`src/rtl/ahb_lite_pkg.sv`:
```
// Shared AHB-Lite types for the single-slave transfer controller.
// Holds transfer/response codes, master count and the controller state encoding.
package ahb_lite_pkg;

    localparam int N_MASTERS = 3;

    typedef enum logic [1:0] {
        HTRANS_IDLE   = 2'b00,
        HTRANS_BUSY   = 2'b01,
        HTRANS_NONSEQ = 2'b10,
        HTRANS_SEQ    = 2'b11
    } HTRANS_state;

    typedef enum logic {
        HRESP_OKAY  = 1'b0,
        HRESP_ERROR = 1'b1
    } hresp_t;

    typedef enum logic [1:0] {
        ST_IDLE  = 2'b00,
        ST_ADDR  = 2'b01,
        ST_DATA  = 2'b10,
        ST_DRAIN = 2'b11
    } xfer_state_t;

    function automatic logic grant_onehot(input logic [N_MASTERS-1:0] g);
        return $countones(g) == 1;
    endfunction

    function automatic logic [1:0] grant_idx(input logic [N_MASTERS-1:0] g);
        logic [1:0] idx;
        idx = '0;
        for (int i = 0; i < N_MASTERS; i++) begin
            if (g[i]) idx = i[1:0];
        end
        return idx;
    endfunction

endpackage

```
`src/rtl/ahb_master_mux.sv`:
```
// Combinational selector picking one master's address/control/write-data bus by index.
// An index beyond the master count yields an idle, all-zero bus.
module ahb_master_mux
    import ahb_lite_pkg::*;
(
    input  logic        [1:0]                  sel_i,
    input  HTRANS_state [N_MASTERS-1:0]        htrans_i,
    input  logic        [N_MASTERS-1:0][31:0]  haddr_i,
    input  logic        [N_MASTERS-1:0]        hwrite_i,
    input  logic        [N_MASTERS-1:0][2:0]   hsize_i,
    input  logic        [N_MASTERS-1:0][31:0]  hwdata_i,
    output HTRANS_state                        htrans_o,
    output logic        [31:0]                 haddr_o,
    output logic                               hwrite_o,
    output logic        [2:0]                  hsize_o,
    output logic        [31:0]                 hwdata_o
);

    always_comb begin
        htrans_o = HTRANS_IDLE;
        haddr_o  = '0;
        hwrite_o = 1'b0;
        hsize_o  = '0;
        hwdata_o = '0;
        if (sel_i < 2'(N_MASTERS)) begin
            htrans_o = htrans_i[sel_i];
            haddr_o  = haddr_i[sel_i];
            hwrite_o = hwrite_i[sel_i];
            hsize_o  = hsize_i[sel_i];
            hwdata_o = hwdata_i[sel_i];
        end
    end

endmodule

```
`src/rtl/ahb_xfer_ctrl.sv`:
```
// Issues one single AHB-Lite transfer at a time from the granted master to one slave.
// state    | meaning
// ST_IDLE  | waiting for a one-hot grant with NONSEQ from that master
// ST_ADDR  | address phase on the slave bus, held until HREADYOUT
// ST_DATA  | data phase, write data steered from the latched master
// ST_DRAIN | transfer done, waiting for the arbiter to drop that grant
module ahb_xfer_ctrl
    import ahb_lite_pkg::*;
(
    input  logic                               HCLK,
    input  logic                               HRESET,
    input  logic        [N_MASTERS-1:0]        M_GRANT,
    input  HTRANS_state [N_MASTERS-1:0]        M_HTRANS,
    input  logic        [N_MASTERS-1:0][31:0]  M_HADDR,
    input  logic        [N_MASTERS-1:0]        M_HWRITE,
    input  logic        [N_MASTERS-1:0][2:0]   M_HSIZE,
    input  logic        [N_MASTERS-1:0][31:0]  M_HWDATA,
    input  logic                               S_HREADYOUT,
    input  logic                               S_HRESP,
    input  logic        [31:0]                 S_HRDATA,
    output logic                               S_HSEL,
    output HTRANS_state                        S_HTRANS,
    output logic        [31:0]                 S_HADDR,
    output logic                               S_HWRITE,
    output logic        [2:0]                  S_HSIZE,
    output logic        [31:0]                 S_HWDATA,
    output logic        [N_MASTERS-1:0]        slave_done,
    output logic        [31:0]                 M_HRDATA,
    output logic                               M_HRESP,
    output logic                               busy
);

    xfer_state_t                state_q;
    logic        [1:0]          idx_q;
    logic                       hsel_q;
    HTRANS_state                htrans_q;
    logic        [31:0]         haddr_q;
    logic                       hwrite_q;
    logic        [2:0]          hsize_q;
    logic        [N_MASTERS-1:0] done_q;
    logic        [31:0]         hrdata_q;
    logic                       hresp_q;
    logic                       busy_q;

    logic        [1:0]          sel_idx;
    HTRANS_state                mux_htrans;
    logic        [31:0]         mux_haddr;
    logic                       mux_hwrite;
    logic        [2:0]          mux_hsize;
    logic        [31:0]         mux_hwdata;
    logic                       accept_d;

    // In IDLE the mux looks at the candidate grant; afterwards it stays on the latched master.
    assign sel_idx  = (state_q == ST_IDLE) ? grant_idx(M_GRANT) : idx_q;
    assign accept_d = grant_onehot(M_GRANT) && (mux_htrans == HTRANS_NONSEQ);

    ahb_master_mux u_mux (
        .sel_i    (sel_idx),
        .htrans_i (M_HTRANS),
        .haddr_i  (M_HADDR),
        .hwrite_i (M_HWRITE),
        .hsize_i  (M_HSIZE),
        .hwdata_i (M_HWDATA),
        .htrans_o (mux_htrans),
        .haddr_o  (mux_haddr),
        .hwrite_o (mux_hwrite),
        .hsize_o  (mux_hsize),
        .hwdata_o (mux_hwdata)
    );

    always_ff @(posedge HCLK or posedge HRESET) begin
        if (HRESET) begin
            state_q  <= ST_IDLE;
            idx_q    <= '0;
            hsel_q   <= 1'b0;
            htrans_q <= HTRANS_IDLE;
            haddr_q  <= '0;
            hwrite_q <= 1'b0;
            hsize_q  <= '0;
            done_q   <= '0;
            hrdata_q <= '0;
            hresp_q  <= 1'b0;
            busy_q   <= 1'b0;
        end else begin
            done_q <= '0;
            case (state_q)
                ST_IDLE: begin
                    if (accept_d) begin
                        state_q  <= ST_ADDR;
                        idx_q    <= sel_idx;
                        hsel_q   <= 1'b1;
                        htrans_q <= HTRANS_NONSEQ;
                        haddr_q  <= mux_haddr;
                        hwrite_q <= mux_hwrite;
                        hsize_q  <= mux_hsize;
                        busy_q   <= 1'b1;
                    end
                end
                ST_ADDR: begin
                    if (S_HREADYOUT) begin
                        state_q  <= ST_DATA;
                        hsel_q   <= 1'b0;
                        htrans_q <= HTRANS_IDLE;
                    end
                end
                ST_DATA: begin
                    if (S_HREADYOUT) begin
                        state_q <= ST_DRAIN;
                        if (!hwrite_q) hrdata_q <= S_HRDATA;
                        hresp_q <= S_HRESP;
                        done_q  <= N_MASTERS'(1) << idx_q;
                    end
                end
                ST_DRAIN: begin
                    // Wait out the arbiter's grant release so the same request is not reissued.
                    if (!M_GRANT[idx_q]) begin
                        state_q <= ST_IDLE;
                        busy_q  <= 1'b0;
                    end
                end
                default: begin
                    state_q  <= ST_IDLE;
                    hsel_q   <= 1'b0;
                    htrans_q <= HTRANS_IDLE;
                    busy_q   <= 1'b0;
                end
            endcase
        end
    end

    assign S_HSEL     = hsel_q;
    assign S_HTRANS   = htrans_q;
    assign S_HADDR    = haddr_q;
    assign S_HWRITE   = hwrite_q;
    assign S_HSIZE    = hsize_q;
    assign S_HWDATA   = mux_hwdata;
    assign slave_done = done_q;
    assign M_HRDATA   = hrdata_q;
    assign M_HRESP    = hresp_q;
    assign busy       = busy_q;

endmodule

```
`config.mk`:
```
export PLATFORM = sky130hd
export DESIGN_NAME = ahb_xfer_ctrl
export DESIGN_NICKNAME = d
export VERILOG_FILES = /design/src/rtl/ahb_lite_pkg.sv /design/src/rtl/ahb_master_mux.sv /design/src/rtl/ahb_xfer_ctrl.sv
export SDC_FILE = /design/constraint.sdc
export NUM_CORES = 1
export LEC_CHECK = 0
export BUFFER_PORTS_ARGS = -buffer_cell sky130_fd_sc_hd__buf_2
export CORE_AREA = 2 2 137 139
export DETAILED_ROUTE_END_ITERATION = 10
export DIE_AREA = 0 0 139 141
export PLACE_DENSITY = 0.65
export SETUP_SLACK_MARGIN = 0.15
export SLEW_MARGIN = 5
export SYNTH_ARGS = -nofsm -noshare
export SYNTH_HDL_FRONTEND = slang
export SYNTH_SLANG_ARGS = --single-unit
```
`constraint.sdc`:
```
create_clock -name HCLK -period 2.2 [get_ports HCLK]
set_input_delay 0.33 -clock HCLK [delete_from_list [all_inputs] [get_ports HCLK]]
set_output_delay 0.33 -clock HCLK [all_outputs]
set_load 0.05 [all_outputs]
```
Word-level counts from Yosys, hierarchy flattened

Index checks and enable logic that the tools add are counted.

Register bits: 80
Word-level logic and storage cells: 72
Output and inout port bits: 108
Bits of input ports: 249

Shift-type cells: 1
Bitwise logic cells: 1
Order comparisons: 3
Reduce and logical (&&, ||, !) cells: 10
Eq/ne operators: 9
Multiplexer cells: 35
$add $sub $neg: 2

Operators with widths:

| cell                                                                  | number |
|---|---|
| 32-bit binary-select mux with 2-bit select                            | 2 |
| 32-bit two-way mux                                                    | 4 |
| 2-bit two-way mux                                                     | 10 |
| 3-bit two-way mux                                                     | 4 |
| 3-bit AND reduction                                                   | 3 |
| 2-bit inequality test (second input constant)                         | 4 |
| 2-bit one-hot mux with 4 select lines                                 | 1 |
| 1-bit two-way mux                                                     | 7 |
| 3-bit binary-select mux with 2-bit select                             | 1 |
| 2-bit == test (second input constant)                                 | 3 |
| 2-bit by 3-bit < comparator with 1-bit output (second input constant) | 2 |
| 1-bit binary-select mux with 2-bit select                             | 2 |
| 2-bit binary-select mux with 2-bit select                             | 1 |
| 1-bit one-hot mux with 2 select lines                                 | 2 |
| 2-bit one-hot mux with 2 select lines                                 | 1 |
| 2-bit AND reduction                                                   | 2 |
| 4-bit AND reduction                                                   | 1 |
| 2-bit nonzero test                                                    | 2 |
| 2-bit by 1-bit adder with 3-bit output                                | 1 |
| 3-bit by 1-bit == test with 1-bit output (second input constant)      | 1 |
| 1-bit by 2-bit << shifter with 3-bit output (first input constant)    | 1 |
| 1-bit by 1-bit adder with 2-bit output                                | 1 |
| 2-bit by 1-bit == test with 1-bit output (second input constant)      | 1 |
| 2-bit logical NOT                                                     | 1 |
| 3 further kinds                                                       | 3 |

Longest topological paths before layout

Word-level depth: 10
Mapped depth: 9
Mapped depth without buffers: 7

Cells and area by module

Synthesis repeated with hierarchy kept, for this count alone.

Cells, all modules: 367
Area, all modules: 5235.0 um^2

Modules (own cells, without submodules):

| module         | times used | sequential area each (um^2) | area an instance (um^2) | cells each |
|---|---|---|---|---|
| ahb_xfer_ctrl  | 1          | 1951.9                      | 3176.8                  | 202 |
| ahb_master_mux | 1          | 0.0                         | 2058.2                  | 165 |

Least setup slack after synthesis

Ideal clock, no wire load.

Path type: reg-to-output
Start: register state_q[0]
End: output S_HWDATA[22]
Stages on the path, launching flop included: 10
Slack: -0.887 ns
Required time: 1.870 ns
Data arrival time: 2.757 ns
Buffers on the path: 3
Cell sequence: dfrtp_1 -> inv_1 -> ha_1 -> nand2b_1 -> and2_1 -> buf_2 -> buf_4 -> clkbuf_4 -> mux2i_1 -> o21ai_0

Longest elaborated chain between the ends: 5
Elaborated cells on any way between the ends: 6
Those cells by class: order compare: 1; mux: 4; reduce/logical: 1

Ends and longest elaborated chain:

| item                                       | line                 | source |
|---|---|---|
| from (decl)                                | ahb_xfer_ctrl.sv:33  | `xfer_state_t state_q;` |
| from (signal assigned)                     | ahb_xfer_ctrl.sv:73  | `state_q <= ST_IDLE;` |
| from (signal assigned)                     | ahb_xfer_ctrl.sv:89  | `state_q <= ST_ADDR;` |
| from (signal assigned)                     | ahb_xfer_ctrl.sv:101 | `state_q <= ST_DATA;` |
| 2-bit logical NOT (*)                      | ahb_xfer_ctrl.sv:54  | `assign sel_idx = (state_q == ST_IDLE) ? grant_idx(M_GRANT) : idx_q;` |
| 2-bit two-way mux (*)                      | ahb_xfer_ctrl.sv:54  |  |
| 32-bit binary-select mux with 2-bit select | ahb_master_mux.sv:30 | `hwdata_o = hwdata_i[sel_i];` |
| 32-bit two-way mux (not written as such)   | ahb_master_mux.sv:30 |  |
| 32-bit two-way mux (*)                     | ahb_master_mux.sv:25 | `if (sel_i < 2'(N_MASTERS)) begin` |
| to (decl)                                  | ahb_xfer_ctrl.sv:26  | `output logic [31:0] S_HWDATA,` |

Every way passes the cells marked *; elsewhere a longest branch is shown, timed or not. The select of a mux whose other input is x is not followed.

Worst setup path after layout

Start: register state_q[1]
End: register haddr_q[27], in the netlist S_HADDR[27]

Longest elaborated chain between the ends: 8
Elaborated cells on any way between the ends: 12
Those cells by class: order compare: 1; eq/ne: 1; mux: 7; reduce/logical: 3

Ends and longest elaborated chain:

| item                                      | line                                     | source |
|---|---|---|
| 2-bit logical NOT (*)                     | ahb_xfer_ctrl.sv:54, ahb_xfer_ctrl.sv:86 |  |
| 2-bit two-way mux                         | ahb_xfer_ctrl.sv:54                      |  |
| 2-bit binary-select mux with 2-bit select | ahb_master_mux.sv:26                     | `htrans_o = htrans_i[sel_i];` |
| 2-bit two-way mux (not written as such)   | ahb_master_mux.sv:26                     |  |
| 2-bit two-way mux                         | ahb_master_mux.sv:25                     |  |
| 2-bit == test                             | ahb_xfer_ctrl.sv:55                      | `assign accept_d = grant_onehot(M_GRANT) && (mux_htrans == HTRANS_NONSEQ);` |
| 1-bit logical AND                         | ahb_xfer_ctrl.sv:55                      |  |
| 2-bit AND reduction (no line)             | --                                       |  |
| to (signal assigned)                      | ahb_xfer_ctrl.sv:93                      | `haddr_q <= mux_haddr;` |
| to (decl)                                 | ahb_xfer_ctrl.sv:37                      | `logic [31:0] haddr_q;` |

Marked as above.
A chain may end at the register's enable or synchronous reset.

==> reports/results.ini <==
[floorplan]
ios=357
die-height_um=141
core_area_mm2=0.0183
start_util=0.247
die_w_um=139
rows=50
die-area_mm2=0.0196

[clock_tree]
cts_buffers=9
post_cts_hold_buffer_count=0
htreeDepth=3
tritoncts=yes
insertion_delay_ns=0.34
clk_path_buf_depth=2
cts_num_sinks=78
clkTransAtPathRegs_ns=0.06
cts-root-buf=clkbuf_16

[layout]
fin_nets=1130
fillCellCount=1611
syn_to_final_growth_pct=113
multi_input_area_mm2=0.00339
ff_latch_area_mm2=0.00195
diodes=0
drive_gt1_frac=0.756

[route]
via_count=5314
detail-route-antenna-nets=0
wl_per_cell_um=19.0
wirelength_um=21100
first_pass_iters=4
vias_per_cell=4.77
drc_errors=0
first_iter_violations=150

[placed_design]
dpl.hpwl_um=13300
portBuffers=355
post-place-ws_ns=-0.0182
gp_congestion=0.812

[global_route]
grt_max_degree=79
grt_pass1_vias=5358
grt_usage=0.198
antenna_found_initial=0
grt_pass1_wl_um=30100
grt_remaining_overflow=0

[setup_path]
critPathMaxFanout=5
cp_cell_sequence=inv_2 -> ha_4 -> nand3b_1 -> buf_4 -> buf_6 -> buf_6 -> a2111oi_4 -> buf_4 -> o211ai_4 -> clkbuf_16 -> buf_12 -> buf_16 -> nand2_2 -> o21ai_1
cp-end-kind=register
worstPathArrival_ns=2.76
cp_top_family=buffers and inverters
crit_type=reg -> reg
slowest_stage=dfrtp_1
crit_buf_inv=8
critPathRequiredTime_ns=2.43
cpPeakStageDelay_ns=0.39
critical_path.startpoint_type=register

[job]
cap_viol_max_count=0

[yosys]
synthCells=443
yosysTopAreaCell=dfrtp_1
ys_types=38
synth_async_sr_flop_share=1.00
synth-edff-count=0
syn_nets=698
ys_seq_area_frac=0.433
ys.warnings.count=0
syn_area_mm2=0.00451
syn_area_per_cell_um2=10.2
ys.flop_type=dfrtp_1
synth.area.top_cells=dfrtp_1, mux2i_1, mux2_2
synth-seq-cells=78
yosys.area.top_type_share=0.433

[outcome]
status=complete, but fails checks
violations=setup timing

[sta]
setup_slack_ns=-0.328
min_period_ns=2.53
fmax_ghz=0.396
hold_viol=0
grt_setup_unrepaired=yes
clock_skew_ns=0.00756
finalCritPeriodShare=1.15
final.setup.tns_ns=-19.24
setup_viol=74
slew_viol_final=0

[power_and_ir_drop]
power_density_mw_per_mm2=1640
leakage_nw=4.94
irDropWorstVdd_uv=1270

[min_path]
hold_path.class=in -> async

## cells in the mapped netlist (2+ instances only)
library cell,instances
a21oi_1,2
a2bb2oi_1,37
buf_1,4
buf_2,11
buf_4,8
clkbuf_1,12
dfrtp_1,78
ha_1,5
inv_1,9
mux2_2,34
mux2i_1,69
nand2_1,73
nand2b_1,3
nand3_1,3
nor2_1,3
nor3b_1,2
o21ai_0,63
o21ai_1,7
## state kept, by name, summed over array words and instances (netlist names)
register and count:
M_HRDATA 32, S_HSIZE 3, idx_q 2, S_HWRITE 1
S_HTRANS 1, M_HRESP 1, S_HADDR 32, busy 1
state_q 2, slave_done 3
## cell type report
cell class / count / share of cell area
multi-input combinational: 322 / 0.353
tap: 234 / 0.0305
clock buffer: 10 / 0.0249
clock inverter: 6 / 0.00979
inverter: 9 / 0.00391
timing repair buffer: 455 / 0.374
sequential: 78 / 0.204
## worst paths after layout
path	from	end	slack, ns	cells after the start
worst max-delay path	state_q[1]	S_HADDR[27]	-0.33	14
worst min-delay path	HRESET	S_HADDR[25]	0.11	3
worst max register to register	state_q[1]	S_HADDR[27]	-0.33	14
worst min register to register	S_HADDR[19]	S_HADDR[19]	0.48	2
max in group asynchronous	HRESET	state_q[0]	1.76	3
min in group HCLK	S_HRDATA[23]	M_HRDATA[23]	0.21	2
## report_power, final
part / total (mW) / switching [mW] / internal (mW)
clock: 1.66 / 0.624 / 1.03
combinational: 11.6 / 6.78 / 4.83
sequential: 2.48 / 0.412 / 2.07
total: 15.7 / 7.82 / 7.92
## metrics by stage
stage          utilization  cells  area, µm²  hold slack (ns)  power [mW]
2_1_floorplan            -    443       4840            0.462        8.76
3_3_place_gp         0.387   1030       7060            0.459        10.9
3_5_place_dp         0.387   1030       7060            0.466        11.0
4_1_cts              0.484   1089       8850            0.111        14.7
5_1_grt              0.525   1114       9590            0.128        16.4
6_report             0.525   1114       9590            0.105        15.7
## worst reg2reg max path: stages (launching register included)
cell,delay (ns)
dfrtp_1,0.39
inv_2,0.11
ha_4,0.15
nand3b_1,0.13
buf_4,0.17
buf_6,0.11
buf_6,0.11
a2111oi_4,0.38
buf_4,0.18
o211ai_4,0.11
clkbuf_16,0.21
buf_12,0.13
buf_16,0.13
nand2_2,0.05
o21ai_1,0.05
## what timing repair did
item                                    CTS  global route
buffers inserted                         25            17
gates resized for setup                 206           103
endpoints found under the setup margin  102           106
gates cloned                             18             8
pin swaps                                31            46
## kinds of logic (layout without fill, tap and decap cells)
kind of cell / Yosys count / count (layout) / synth area share
flops: 78 / 78 / 0.433
compound gates: 117 / 117 / 0.172
simple gates: 90 / 93 / 0.0824
other cells: 1 / 1 / 0.000831
buf+inv: 46 / 480 / 0.0505
mux: 105 / 105 / 0.244
fa+ha+maj: 6 / 6 / 0.0183
## metal layers
layer / share of wire / vias to the layer above / routed length [µm] / GRT usage
met4: 0.023 / 0 / 476 / 0.0622
li1: - / 2472 / - / -
met3: 0.065 / 36 / 1380 / 0.0452
met2: 0.51 / 213 / 10700 / 0.339
met5: 0 / - / 0 / 0
met1: 0.41 / 2593 / 8570 / 0.250
## cells in the final DEF (no fill, tap or decap), types with 5 or more instances in the layout
| cell type | instances |
|---|---|
| mux2i_4 | 21 |
| nand2_4 | 30 |
| mux2i_1 | 43 |
| dfrtp_1 | 78 |
| o21ai_1 | 12 |
| buf_16 | 17 |
| nand2_1 | 20 |
| nand2_2 | 23 |
| o21ai_4 | 18 |
| inv_1 | 6 |
| o21ai_2 | 40 |
| buf_12 | 24 |
| buf_2 | 323 |
| a2bb2oi_1 | 34 |
| mux2_2 | 32 |
| clkbuf_16 | 15 |
| buf_6 | 41 |
| buf_4 | 38 |
| mux2i_2 | 5 |
No activity file was read; power rests on OpenSTA's default activity.
